--- src/rtl/hart_cluster_dmem_arbiter_if.sv ---
// hart_cluster_dmem_arbiter_if: per-hart request channels plus the shared data-memory port
interface hart_cluster_dmem_arbiter_if #(
  parameter int NUM_HARTS = 2,
  parameter int XLEN      = 32,
  parameter int ADDR_W    = 32
);
  localparam int HW = $clog2(NUM_HARTS);
  logic [NUM_HARTS-1:0]        h_mem_read;
  logic [NUM_HARTS-1:0]        h_wen;
  logic [NUM_HARTS-1:0]        h_atomic;
  logic [NUM_HARTS*ADDR_W-1:0] h_addr;
  logic [NUM_HARTS*XLEN-1:0]   h_wd;
  logic [NUM_HARTS*4-1:0]      h_byte_en;
  logic [NUM_HARTS-1:0]        h_data_ready;
  logic [XLEN-1:0]             h_read_data;
  logic                        dm_mem_read;
  logic                        dm_wen;
  logic [ADDR_W-1:0]           dm_addr;
  logic [XLEN-1:0]             dm_wd;
  logic [3:0]                  dm_byte_en;
  logic                        dm_data_ready;
  logic [XLEN-1:0]             dm_read_data;
  logic [HW-1:0]               grant;
  logic                        timeout;
  // master: the harts and the memory model around the arbiter
  modport master (
    output h_mem_read, h_wen, h_atomic, h_addr, h_wd, h_byte_en, dm_data_ready, dm_read_data,
    input  h_data_ready, h_read_data, dm_mem_read, dm_wen, dm_addr, dm_wd, dm_byte_en, grant, timeout
  );
  // slave: the arbiter itself
  modport slave (
    input  h_mem_read, h_wen, h_atomic, h_addr, h_wd, h_byte_en, dm_data_ready, dm_read_data,
    output h_data_ready, h_read_data, dm_mem_read, dm_wen, dm_addr, dm_wd, dm_byte_en, grant, timeout
  );
endinterface

--- src/rtl/hart_cluster_dmem_arbiter.sv ---
// hart_cluster_dmem_arbiter: round-robin sharing of one data-memory port among harts, with AMO lock and watchdog
module hart_cluster_dmem_arbiter #(
  parameter int NUM_HARTS = 2,
  parameter int XLEN      = 32,
  parameter int ADDR_W    = 32,
  parameter int TIMEOUT   = 255
) (
  input logic clk,
  input logic rst_n,
  hart_cluster_dmem_arbiter_if.slave bus
);
  localparam int HW = $clog2(NUM_HARTS);
  localparam int CW = $clog2(TIMEOUT + 1);
  typedef enum logic [1:0] {IDLE, BUSY, LOCKED} state_t;
  state_t               state, state_nxt;
  logic [HW-1:0]        grant, rr_ptr, pick, sel, grant_inc;
  logic [NUM_HARTS-1:0] req;
  logic                 found, phase, done, expire, take, lock_next;
  logic                 lat_rd, lat_wen, lat_atomic;
  logic [ADDR_W-1:0]    lat_addr;
  logic [XLEN-1:0]      lat_wd;
  logic [3:0]           lat_be;
  logic [CW-1:0]        wd_cnt;
  assign req       = bus.h_mem_read | bus.h_wen;
  assign grant_inc = (grant == HW'(NUM_HARTS - 1)) ? '0 : grant + 1'b1;
  assign done      = (state == BUSY) && bus.dm_data_ready;
  assign expire    = (state != IDLE) && !done && (wd_cnt == CW'(TIMEOUT));
  assign lock_next = lat_atomic && !phase;
  assign take      = (state == IDLE) ? found : (state == LOCKED) && req[grant] && !expire;
  assign sel       = (state == IDLE) ? pick : grant;
  // first requester at or after rr_ptr; scanning downward lets the nearest one win
  always_comb begin
    pick  = rr_ptr;
    found = 1'b0;
    for (int i = NUM_HARTS - 1; i >= 0; i--)
      if (req[(int'(rr_ptr) + i) % NUM_HARTS]) begin
        pick  = HW'((int'(rr_ptr) + i) % NUM_HARTS);
        found = 1'b1;
      end
  end
  // next state: abort beats everything, completion beats a new grant
  always_comb begin
    state_nxt = expire ? IDLE : done ? (lock_next ? LOCKED : IDLE) : take ? BUSY : state;
  end
  // control state, grant pointer, AMO phase and watchdog
  always_ff @(posedge clk or negedge rst_n) begin
    if (!rst_n) begin
      state  <= IDLE;
      grant  <= '0;
      rr_ptr <= '0;
      phase  <= 1'b0;
      wd_cnt <= '0;
    end else begin
      state <= state_nxt;
      if (take) grant <= sel;
      if (expire || (done && !lock_next)) begin
        rr_ptr <= grant_inc;
        phase  <= 1'b0;
      end else if (done) phase <= 1'b1;
      wd_cnt <= (state == IDLE) ? '0 : (done || expire) ? wd_cnt : wd_cnt + 1'b1;
    end
  end
  // latched copy of the granted hart's request, held stable while BUSY
  always_ff @(posedge clk) begin
    if (take) begin
      lat_rd     <= bus.h_mem_read[sel];
      lat_wen    <= bus.h_wen[sel];
      lat_atomic <= bus.h_atomic[sel];
      lat_addr   <= bus.h_addr[sel*ADDR_W +: ADDR_W];
      lat_wd     <= bus.h_wd[sel*XLEN +: XLEN];
      lat_be     <= bus.h_byte_en[sel*4 +: 4];
    end
  end
  assign bus.dm_mem_read  = (state == BUSY) && lat_rd;
  assign bus.dm_wen       = (state == BUSY) && lat_wen;
  assign bus.dm_addr      = (state == BUSY) ? lat_addr : '0;
  assign bus.dm_wd        = (state == BUSY) ? lat_wd : '0;
  assign bus.dm_byte_en   = (state == BUSY) ? lat_be : '0;
  assign bus.h_data_ready = (done || expire) ? NUM_HARTS'(1) << grant : '0;
  assign bus.h_read_data  = done ? bus.dm_read_data : '0;
  assign bus.grant        = grant;
  assign bus.timeout      = expire;
endmodule
--- src/flat_wrapper.sv ---
// flat-port wrapper written by rule: the top's interface ports become plain ports
module hart_cluster_dmem_arbiter_flat 
#(
  parameter int NUM_HARTS = 2,
  parameter int XLEN      = 32,
  parameter int ADDR_W    = 32,
  parameter int TIMEOUT   = 255
)
  (clk, rst_n, bus_h_mem_read, bus_h_wen, bus_h_atomic, bus_h_addr, bus_h_wd, bus_h_byte_en, bus_dm_data_ready, bus_dm_read_data, bus_h_data_ready, bus_h_read_data, bus_dm_mem_read, bus_dm_wen, bus_dm_addr, bus_dm_wd, bus_dm_byte_en, bus_grant, bus_timeout);
  hart_cluster_dmem_arbiter_if #(.NUM_HARTS(NUM_HARTS), .XLEN(XLEN), .ADDR_W(ADDR_W)) bus_i ();
  input logic clk;
  input logic rst_n;
  input wire logic [$bits(bus_i.h_mem_read)-1:0] bus_h_mem_read;
  input wire logic [$bits(bus_i.h_wen)-1:0] bus_h_wen;
  input wire logic [$bits(bus_i.h_atomic)-1:0] bus_h_atomic;
  input wire logic [$bits(bus_i.h_addr)-1:0] bus_h_addr;
  input wire logic [$bits(bus_i.h_wd)-1:0] bus_h_wd;
  input wire logic [$bits(bus_i.h_byte_en)-1:0] bus_h_byte_en;
  input wire logic [$bits(bus_i.dm_data_ready)-1:0] bus_dm_data_ready;
  input wire logic [$bits(bus_i.dm_read_data)-1:0] bus_dm_read_data;
  output wire logic [$bits(bus_i.h_data_ready)-1:0] bus_h_data_ready;
  output wire logic [$bits(bus_i.h_read_data)-1:0] bus_h_read_data;
  output wire logic [$bits(bus_i.dm_mem_read)-1:0] bus_dm_mem_read;
  output wire logic [$bits(bus_i.dm_wen)-1:0] bus_dm_wen;
  output wire logic [$bits(bus_i.dm_addr)-1:0] bus_dm_addr;
  output wire logic [$bits(bus_i.dm_wd)-1:0] bus_dm_wd;
  output wire logic [$bits(bus_i.dm_byte_en)-1:0] bus_dm_byte_en;
  output wire logic [$bits(bus_i.grant)-1:0] bus_grant;
  output wire logic [$bits(bus_i.timeout)-1:0] bus_timeout;
  assign bus_i.h_mem_read = bus_h_mem_read;
  assign bus_i.h_wen = bus_h_wen;
  assign bus_i.h_atomic = bus_h_atomic;
  assign bus_i.h_addr = bus_h_addr;
  assign bus_i.h_wd = bus_h_wd;
  assign bus_i.h_byte_en = bus_h_byte_en;
  assign bus_i.dm_data_ready = bus_dm_data_ready;
  assign bus_i.dm_read_data = bus_dm_read_data;
  assign bus_h_data_ready = bus_i.h_data_ready;
  assign bus_h_read_data = bus_i.h_read_data;
  assign bus_dm_mem_read = bus_i.dm_mem_read;
  assign bus_dm_wen = bus_i.dm_wen;
  assign bus_dm_addr = bus_i.dm_addr;
  assign bus_dm_wd = bus_i.dm_wd;
  assign bus_dm_byte_en = bus_i.dm_byte_en;
  assign bus_grant = bus_i.grant;
  assign bus_timeout = bus_i.timeout;
  hart_cluster_dmem_arbiter #(.NUM_HARTS(NUM_HARTS), .XLEN(XLEN), .ADDR_W(ADDR_W), .TIMEOUT(TIMEOUT)) u_core (.clk(clk), .rst_n(rst_n), .bus(bus_i));
endmodule
--- config.mk ---
export PLATFORM = sky130hd
export DESIGN_NAME = hart_cluster_dmem_arbiter_flat
export DESIGN_NICKNAME = d
export VERILOG_FILES = /design/src/rtl/hart_cluster_dmem_arbiter_if.sv /design/src/rtl/hart_cluster_dmem_arbiter.sv /design/src/flat_wrapper.sv
export SDC_FILE = /design/constraint.sdc
export NUM_CORES = 1
export LEC_CHECK = 0
export BUFFER_PORTS_ARGS = -buffer_cell sky130_fd_sc_hd__buf_2
export CORE_ASPECT_RATIO = 0.6
export CORE_MARGIN = 5
export CORE_UTILIZATION = 48
export DETAILED_ROUTE_END_ITERATION = 8
export PLACE_DENSITY = 0.9
export SETUP_SLACK_MARGIN = 0.1
export SYNTH_ARGS = -nofsm -noshare
export SYNTH_HDL_FRONTEND = slang
export SYNTH_SLANG_ARGS = --single-unit
--- constraint.sdc ---
create_clock -name clk -period 9 [get_ports clk]
set_input_delay 0.45 -clock clk [delete_from_list [all_inputs] [get_ports clk]]
set_output_delay 0.45 -clock clk [all_outputs]
set_load 0.05 [all_outputs]
After elaboration in Yosys (flattened, before gate mapping)
Cells that the tools add are included.
- flip-flop bits (word level): 84
- input port bits: 177
- output and inout bits: 106
- word-level logic and storage cells: 80
- add/subtract/negate cells: 3
- $lt $le $gt $ge: 4
- equal/unequal tests: 4
- shifts and indexed selects: 4
- mux-type cells: 33
- bitwise logic cells: 2
- reductions and logical operators: 19
- operator list (operator ; count):
    indexed part select 64 x 7 -> 32 bit ; 2
    2-to-1 mux 32 bit ; 3
    2-to-1 mux 1 bit ; 22
    2-to-1 mux 8 bit ; 2
    2-to-1 mux 2 bit ; 5
    logical AND 1 bit ; 9
    adder 8 x 1 -> 8 bit, second input constant ; 1
    == test 8 bit, second input constant ; 1
    indexed part select 8 x 4 -> 4 bit ; 1
    < comparator 1 x 2 -> 1 bit, second input constant ; 3
    zero test 1 bit ; 4
    2-to-1 mux 4 bit ; 1
    nonzero test 2 bit ; 2
    < comparator 2 x 3 -> 1 bit, second input constant ; 1
    nonzero test 3 bit ; 1
    adder 1 bit, second input constant ; 2
    == test 2 x 1 -> 1 bit, second input constant ; 1
    == test 2 bit, second input constant ; 1
    zero test 2 bit ; 1
    logical OR 1 bit ; 2
    inequality test 2 x 1 -> 1 bit, second input constant ; 1
    bitwise OR 2 bit ; 1
    left shift 1 x 1 -> 2 bit, first input constant ; 1
    bitwise AND 1 bit, first input constant ; 1

Logic depth before layout (Yosys ltp)
- depth in word-level cells: 11
- gate-level depth with buffers: 6
- mapped depth without buffers: 5

Worst setup path after synthesis
No wires, ideal clock.
- kind: reg-to-reg
- start point: register u_core.grant (netlist: u_core.bus.grant)
- end point: register u_core.lat_addr[0] (enable)
- setup time: 0.428 ns
- arrival: 2.662 ns
- required time: 8.572 ns
- slack: 5.909 ns
- stages on the path, launching flop included: 4
- path buffers: 0
- path through: dfrtp_1 -> nor3_1 -> a211oi_1 -> a21o_1
- cells in the longest elaborated chain, start to end: 5
- RTL lines (item ; line ; RTL):
    start: declaration ; hart_cluster_dmem_arbiter.sv:16 ; logic [HW-1:0] grant, rr_ptr, pick, sel, grant_inc;
    start signal: assignment ; hart_cluster_dmem_arbiter.sv:55 ; if (take) grant <= sel;
    2-to-1 mux 1 bit (implied by the code) (2 in series) ; hart_cluster_dmem_arbiter.sv:29 ; assign take = (state == IDLE) ? found : (state == LOCKED) && req[grant] && !expire;
    logical AND 1 bit (2 in series) ; hart_cluster_dmem_arbiter.sv:29 ;
    2-to-1 mux 1 bit ; hart_cluster_dmem_arbiter.sv:29 ;
    net u_core.take ; hart_cluster_dmem_arbiter.sv:18 ; logic found, phase, done, expire, take, lock_next;
    end signal: assignment ; hart_cluster_dmem_arbiter.sv:69 ; lat_addr <= bus.h_addr[sel*ADDR_W +: ADDR_W];
    end: declaration ; hart_cluster_dmem_arbiter.sv:20 ; logic [ADDR_W-1:0] lat_addr;
The timed path passes the listed nets, and every way through them passes these cells. The select of a mux whose other input is x is not followed.
A chain may end at the register's enable or synchronous reset.

Worst setup path after layout
- start point: register u_core.state[1]
- end point: register u_core.lat_wd[4], data pin
- cells in the longest elaborated chain, start to end: 3
- RTL lines (item ; line ; RTL):
    start: declaration ; hart_cluster_dmem_arbiter.sv:15 ; state_t state, state_nxt;
    start signal: assignment ; hart_cluster_dmem_arbiter.sv:54 ; state <= state_nxt;
    zero test 2 bit ; hart_cluster_dmem_arbiter.sv:30 ; assign sel = (state == IDLE) ? pick : grant;
    2-to-1 mux 1 bit ; hart_cluster_dmem_arbiter.sv:30 ;
    indexed part select 64 x 7 -> 32 bit ; hart_cluster_dmem_arbiter.sv:70 ; lat_wd <= bus.h_wd[sel*XLEN +: XLEN];
    end signal: assignment ; hart_cluster_dmem_arbiter.sv:70 ;
    end: declaration ; hart_cluster_dmem_arbiter.sv:21 ; logic [XLEN-1:0] lat_wd;
No other way between the ends.

==> metrics.txt <==
# TYPE chip_impl_metric gauge
chip_impl_metric{name="cp.required",unit="ns"} 9.07
chip_impl_metric{name="area_delta_synth_final",unit="%"} 34.8
chip_impl_info{name="synth.largest_area_cell",value="sky130_fd_sc_hd__edfxtp_1"} 1
chip_impl_info{name="r2r_start",value="u_core.state[1]"} 1
chip_impl_metric{name="fin_util",unit=""} 0.661
chip_impl_metric{name="max_cap_violations",unit=""} 0
chip_impl_metric{name="viasPerCell",unit=""} 5.03
chip_impl_metric{name="fin_tns_setup",unit="ns"} 0
chip_impl_metric{name="layout_worst_path_cycle_share",unit=""} 0.360
chip_impl_info{name="synth_area_leaders",value="sky130_fd_sc_hd__edfxtp_1, sky130_fd_sc_hd__mux2_4, sky130_fd_sc_hd__and2_1"} 1
chip_impl_metric{name="grt_pass1_wl",unit="µm"} 21000
chip_impl_metric{name="critPathMaxFanout",unit=""} 53
chip_impl_metric{name="post_cts_resize_count",unit=""} 0
chip_impl_metric{name="dr.pass1.iters",unit=""} 4
chip_impl_metric{name="seqPwrFrac",unit=""} 0.263
chip_impl_metric{name="cts.clk_slew.worst_paths",unit="ns"} 0.06
chip_impl_metric{name="power.density",unit="nW/µm²"} 454
chip_impl_metric{name="yosysSeqAreaShare",unit=""} 0.511
chip_impl_metric{name="synthesis.area_per_instance",unit="µm²"} 13.7
chip_impl_metric{name="dpl_cell_area",unit="µm²"} 6210
chip_impl_metric{name="post_cts_buffers",unit=""} 0
chip_impl_metric{name="clock_tree.htree_level_count",unit=""} 3
chip_impl_metric{name="wl_per_cell",unit="µm"} 18.0
chip_impl_metric{name="post_route_drc",unit=""} 0
chip_impl_info{name="setup.worst_path.start",value="u_core.state[1]"} 1
chip_impl_info{name="timing.hold.worst.class",value="in2reg"} 1
chip_impl_metric{name="irDropWorstVdd",unit="V"} 0.000275
chip_impl_metric{name="fin_total_pwr",unit="mW"} 2.94
chip_impl_metric{name="floorplan.initialDensity",unit=""} 0.490
chip_impl_metric{name="final_cell_count_no_fill",unit=""} 764
chip_impl_metric{name="yosys_warnings",unit=""} 0
chip_impl_metric{name="power.switching_fraction",unit=""} 0.498
chip_impl_metric{name="share_of_final_layout_standard_cells_stronger_than_drive_strength_1",unit=""} 0.599
chip_impl_info{name="setup_cp_type",value="reg2reg"} 1
chip_impl_metric{name="floorplan.io_pins",unit=""} 283
chip_impl_metric{name="cts_buffers",unit=""} 9
chip_impl_metric{name="cts-root-to-sink-buffers",unit=""} 2
chip_impl_metric{name="fmaxAchievable",unit="MHz"} 309
chip_impl_metric{name="die-height",unit="µm"} 87.5
chip_impl_info{name="run_status",value="finished, final reports clean"} 1
chip_impl_metric{name="timing.final.hold_violations",unit=""} 0
chip_impl_metric{name="grt_start_max_net_pins",unit=""} 81
chip_impl_metric{name="floorplan.die.width",unit="µm"} 139
chip_impl_info{name="critical_path.reg2reg.endpoint",value="u_core.lat_wd[4]"} 1
chip_impl_metric{name="worst_slew_pin_slew",unit="ns"} 0.981
chip_impl_metric{name="worst_clock_skew_on_the_final_layout",unit="ns"} 0.00761
chip_impl_metric{name="cts-hold-fix-buffers",unit=""} 1
chip_impl_metric{name="power.share.combinational",unit=""} 0.623
chip_impl_metric{name="report.final.setup_viol",unit=""} 0
chip_impl_metric{name="synth_top_area_share",unit=""} 0.443
chip_impl_metric{name="gp_congestion",unit=""} 0.949
chip_impl_metric{name="internal_power",unit="mW"} 1.48
chip_impl_info{name="timing.critical_path.to_type",value="flip-flop"} 1
chip_impl_metric{name="finalCriticalPeriod",unit="ns"} 3.24
chip_impl_metric{name="final_slew_viol_count",unit=""} 0
chip_impl_metric{name="ys_ff_latch",unit=""} 84
chip_impl_metric{name="yosys.cell_types.count",unit=""} 41
chip_impl_info{name="startpoint_type",value="flip-flop"} 1
chip_impl_metric{name="clock_sinks",unit=""} 84
chip_impl_metric{name="number_of_cells_in_the_design_after_placement",unit=""} 747
chip_impl_metric{name="r2r.worst_path.cells",unit=""} 5
chip_impl_metric{name="total_switching_power",unit="mW"} 1.47
chip_impl_info{name="mostFrequentLayoutCell",value="sky130_fd_sc_hd__buf_2"} 1
chip_impl_info{name="setup.worst_path.end",value="u_core.lat_wd[4]"} 1
chip_impl_metric{name="synth_nets",unit=""} 529
chip_impl_metric{name="synthesis.instances",unit=""} 351
chip_impl_metric{name="design_area",unit="µm²"} 6480
chip_impl_metric{name="first_global_vias",unit=""} 4020
chip_impl_metric{name="vias",unit=""} 3840
chip_impl_info{name="most_used_cells_in_the_layout_excluding_fill_and_tap_cells",value="sky130_fd_sc_hd__buf_2, sky130_fd_sc_hd__and2_1, sky130_fd_sc_hd__edfxtp_1, sky130_fd_sc_hd__mux2_4, sky130_fd_sc_hd__and3_1"} 1
chip_impl_metric{name="wirelength",unit="µm"} 13800
chip_impl_metric{name="core",unit="µm²"} 9810
chip_impl_metric{name="post_synth_instance_area",unit="µm²"} 4810
chip_impl_info{name="tritoncts",value="done"} 1
chip_impl_metric{name="count_of_routing_violations_after_the_opening_detailed_route_iteration",unit=""} 257
chip_impl_metric{name="grt_util_all_layers",unit=""} 0.220
chip_impl_metric{name="part_of_the_power_in_the_clock_network",unit=""} 0.113
chip_impl_metric{name="antenna_violations_before_repair",unit=""} 1
chip_impl_metric{name="rrSetupSlack",unit="ns"} 5.76
chip_impl_metric{name="finalNetCount",unit=""} 802
chip_impl_metric{name="insertion_delay",unit="ns"} 0.33
chip_impl_metric{name="worst_ep_arrival_time",unit="ns"} 3.31
chip_impl_metric{name="insertedDiodeCount",unit=""} 0
chip_impl_metric{name="fp.dieArea",unit="µm²"} 12200
chip_impl_metric{name="cellLeakagePower",unit="nW"} 3.33
chip_impl_info{name="grt_setup_unrepaired",value="no"} 1
chip_impl_metric{name="worst_max_slew_margin_expressed_relative_to_the_limit",unit=""} 0.346
chip_impl_metric{name="detailedPlacementHpwl",unit="µm"} 10700
chip_impl_metric{name="std_cell_rows",unit=""} 28
chip_impl_metric{name="grt_remaining_overflow",unit=""} 0
chip_impl_metric{name="route.antenna.remaining_nets",unit=""} 0
chip_impl_info{name="hp-start",value="bus_h_wd[50]"} 1
chip_impl_info{name="cts-root-buf",value="sky130_fd_sc_hd__clkbuf_16"} 1
chip_impl_metric{name="io_buffers",unit=""} 282
metrics by stage:
step	hold WS, ns	worst slack (ns)
2_1_floorplan	0.154	5.91
5_1_grt	0.402	5.61
3_5_place_dp	0.357	5.78
6_report	0.414	5.76
3_3_place_gp	0.345	5.94
4_1_cts	0.401	5.79
sequential cells by signal, indices dropped and copies added (netlist names):
register	cells
u_core.phase	1
u_core.state	2
u_core.lat_wd	32
u_core.lat_addr	32
u_core.wd_cnt	8
u_core.rr_ptr	1
u_core.bus.grant	1
u_core.lat_be	4
u_core.lat_wen	1
u_core.lat_atomic	1
u_core.lat_rd	1
kinds of logic after synthesis:
kind of cell             after synthesis  share of synthesized area
AND/OR/NAND/NOR                      141                      0.178
flip-flops                            84                      0.511
AO/OA/AOI/OAI                         25                     0.0419
XOR/XNOR                               2                    0.00364
adder cells (fa/ha/maj)                1                    0.00260
multiplexers                          70                      0.217
buffers and inverters                 28                     0.0458
critical path, cell delays in order, from the launching register on:
cell and delay (ns):
sky130_fd_sc_hd__dfrtp_1 0.46, sky130_fd_sc_hd__nor2_2 0.44, sky130_fd_sc_hd__o21ai_2 0.14, sky130_fd_sc_hd__o21ai_4 0.65
sky130_fd_sc_hd__buf_4 0.85, sky130_fd_sc_hd__mux2_4 0.36
layer usage:
metal | GRT usage | part of all wire | routed length (µm) | vias to the layer above
li1 | - | - | - | 1815
met1 | 0.268 | 0.41 | 5630 | 1838
met2 | 0.396 | 0.51 | 6990 | 176
met3 | 0.0747 | 0.079 | 1080 | 9
met4 | 0.0337 | 0.0045 | 62 | 2
met5 | 0 | 0.00094 | 13 | -
how the worst min path moves through the flow:
| stage | to | slack (ns) | cells after the start |
|---|---|---|---|
| 3_3_place_gp | u_core.bus.grant | 0.35 | 1 |
| 6_report | u_core.lat_wd[18] | 0.41 | 2 |
| 5_1_grt | u_core.lat_be[3] | 0.40 | 2 |
| 4_1_cts | u_core.lat_wd[18] | 0.40 | 2 |
| 2_1_floorplan | u_core.bus.grant | 0.15 | 0 |
| 3_5_place_dp | u_core.state[1] | 0.36 | 1 |
cell usage after synthesis:
cell type / count
sky130_fd_sc_hd__nand2_2: 1
sky130_fd_sc_hd__nor2_1: 11
sky130_fd_sc_hd__or4_1: 2
sky130_fd_sc_hd__and2_1: 71
sky130_fd_sc_hd__nor2_4: 1
sky130_fd_sc_hd__a41oi_1: 1
sky130_fd_sc_hd__dfrtp_1: 13
sky130_fd_sc_hd__mux2_4: 68
sky130_fd_sc_hd__or2_1: 1
sky130_fd_sc_hd__mux2i_1: 1
sky130_fd_sc_hd__and4_1: 1
sky130_fd_sc_hd__o21ai_2: 1
sky130_fd_sc_hd__a21oi_2: 1
sky130_fd_sc_hd__ha_1: 1
sky130_fd_sc_hd__a2bb2o_4: 2
sky130_fd_sc_hd__edfxtp_1: 71
sky130_fd_sc_hd__nor3_1: 4
sky130_fd_sc_hd__o211a_1: 1
sky130_fd_sc_hd__o31ai_1: 1
sky130_fd_sc_hd__and4b_1: 1
sky130_fd_sc_hd__nor4b_1: 1
sky130_fd_sc_hd__nand2_1: 3
sky130_fd_sc_hd__and3_1: 33
sky130_fd_sc_hd__mux2_2: 1
sky130_fd_sc_hd__a311oi_1: 1
sky130_fd_sc_hd__buf_2: 1
sky130_fd_sc_hd__a211oi_1: 2
sky130_fd_sc_hd__xnor2_1: 2
sky130_fd_sc_hd__a21oi_1: 9
sky130_fd_sc_hd__inv_1: 5
sky130_fd_sc_hd__o21ai_0: 2
sky130_fd_sc_hd__or2_4: 1
sky130_fd_sc_hd__and2b_1: 2
sky130_fd_sc_hd__nand3_1: 4
sky130_fd_sc_hd__nand2b_1: 2
sky130_fd_sc_hd__or3_1: 1
sky130_fd_sc_hd__o21ai_4: 1
sky130_fd_sc_hd__buf_12: 7
sky130_fd_sc_hd__a21o_1: 3
sky130_fd_sc_hd__clkbuf_1: 15
sky130_fd_sc_hd__nor2_2: 1
cell type report:
class	instances	area, µm²
multi-input combinational	239	2140
inverter	5	18.8
sequential	84	2460
fill	750	3320
clock buffer	11	233
tap	135	169
timing repair buffer	285	1440
clock inverter	5	30.0
power by group through the flow:
| stage | sequential [mW] | combinational (mW) | clock, mW |
|---|---|---|---|
| detailed placement | 0.783 | 1.84 | 0 |
| finish | 0.776 | 1.84 | 0.333 |
| floorplan | 0.764 | 1.55 | 0 |
| CTS | 0.778 | 1.85 | 0.340 |
| global route | 0.795 | 1.93 | 0.359 |
| global placement | 0.766 | 1.81 | 0 |
Power figures use the tool's default switching activity.
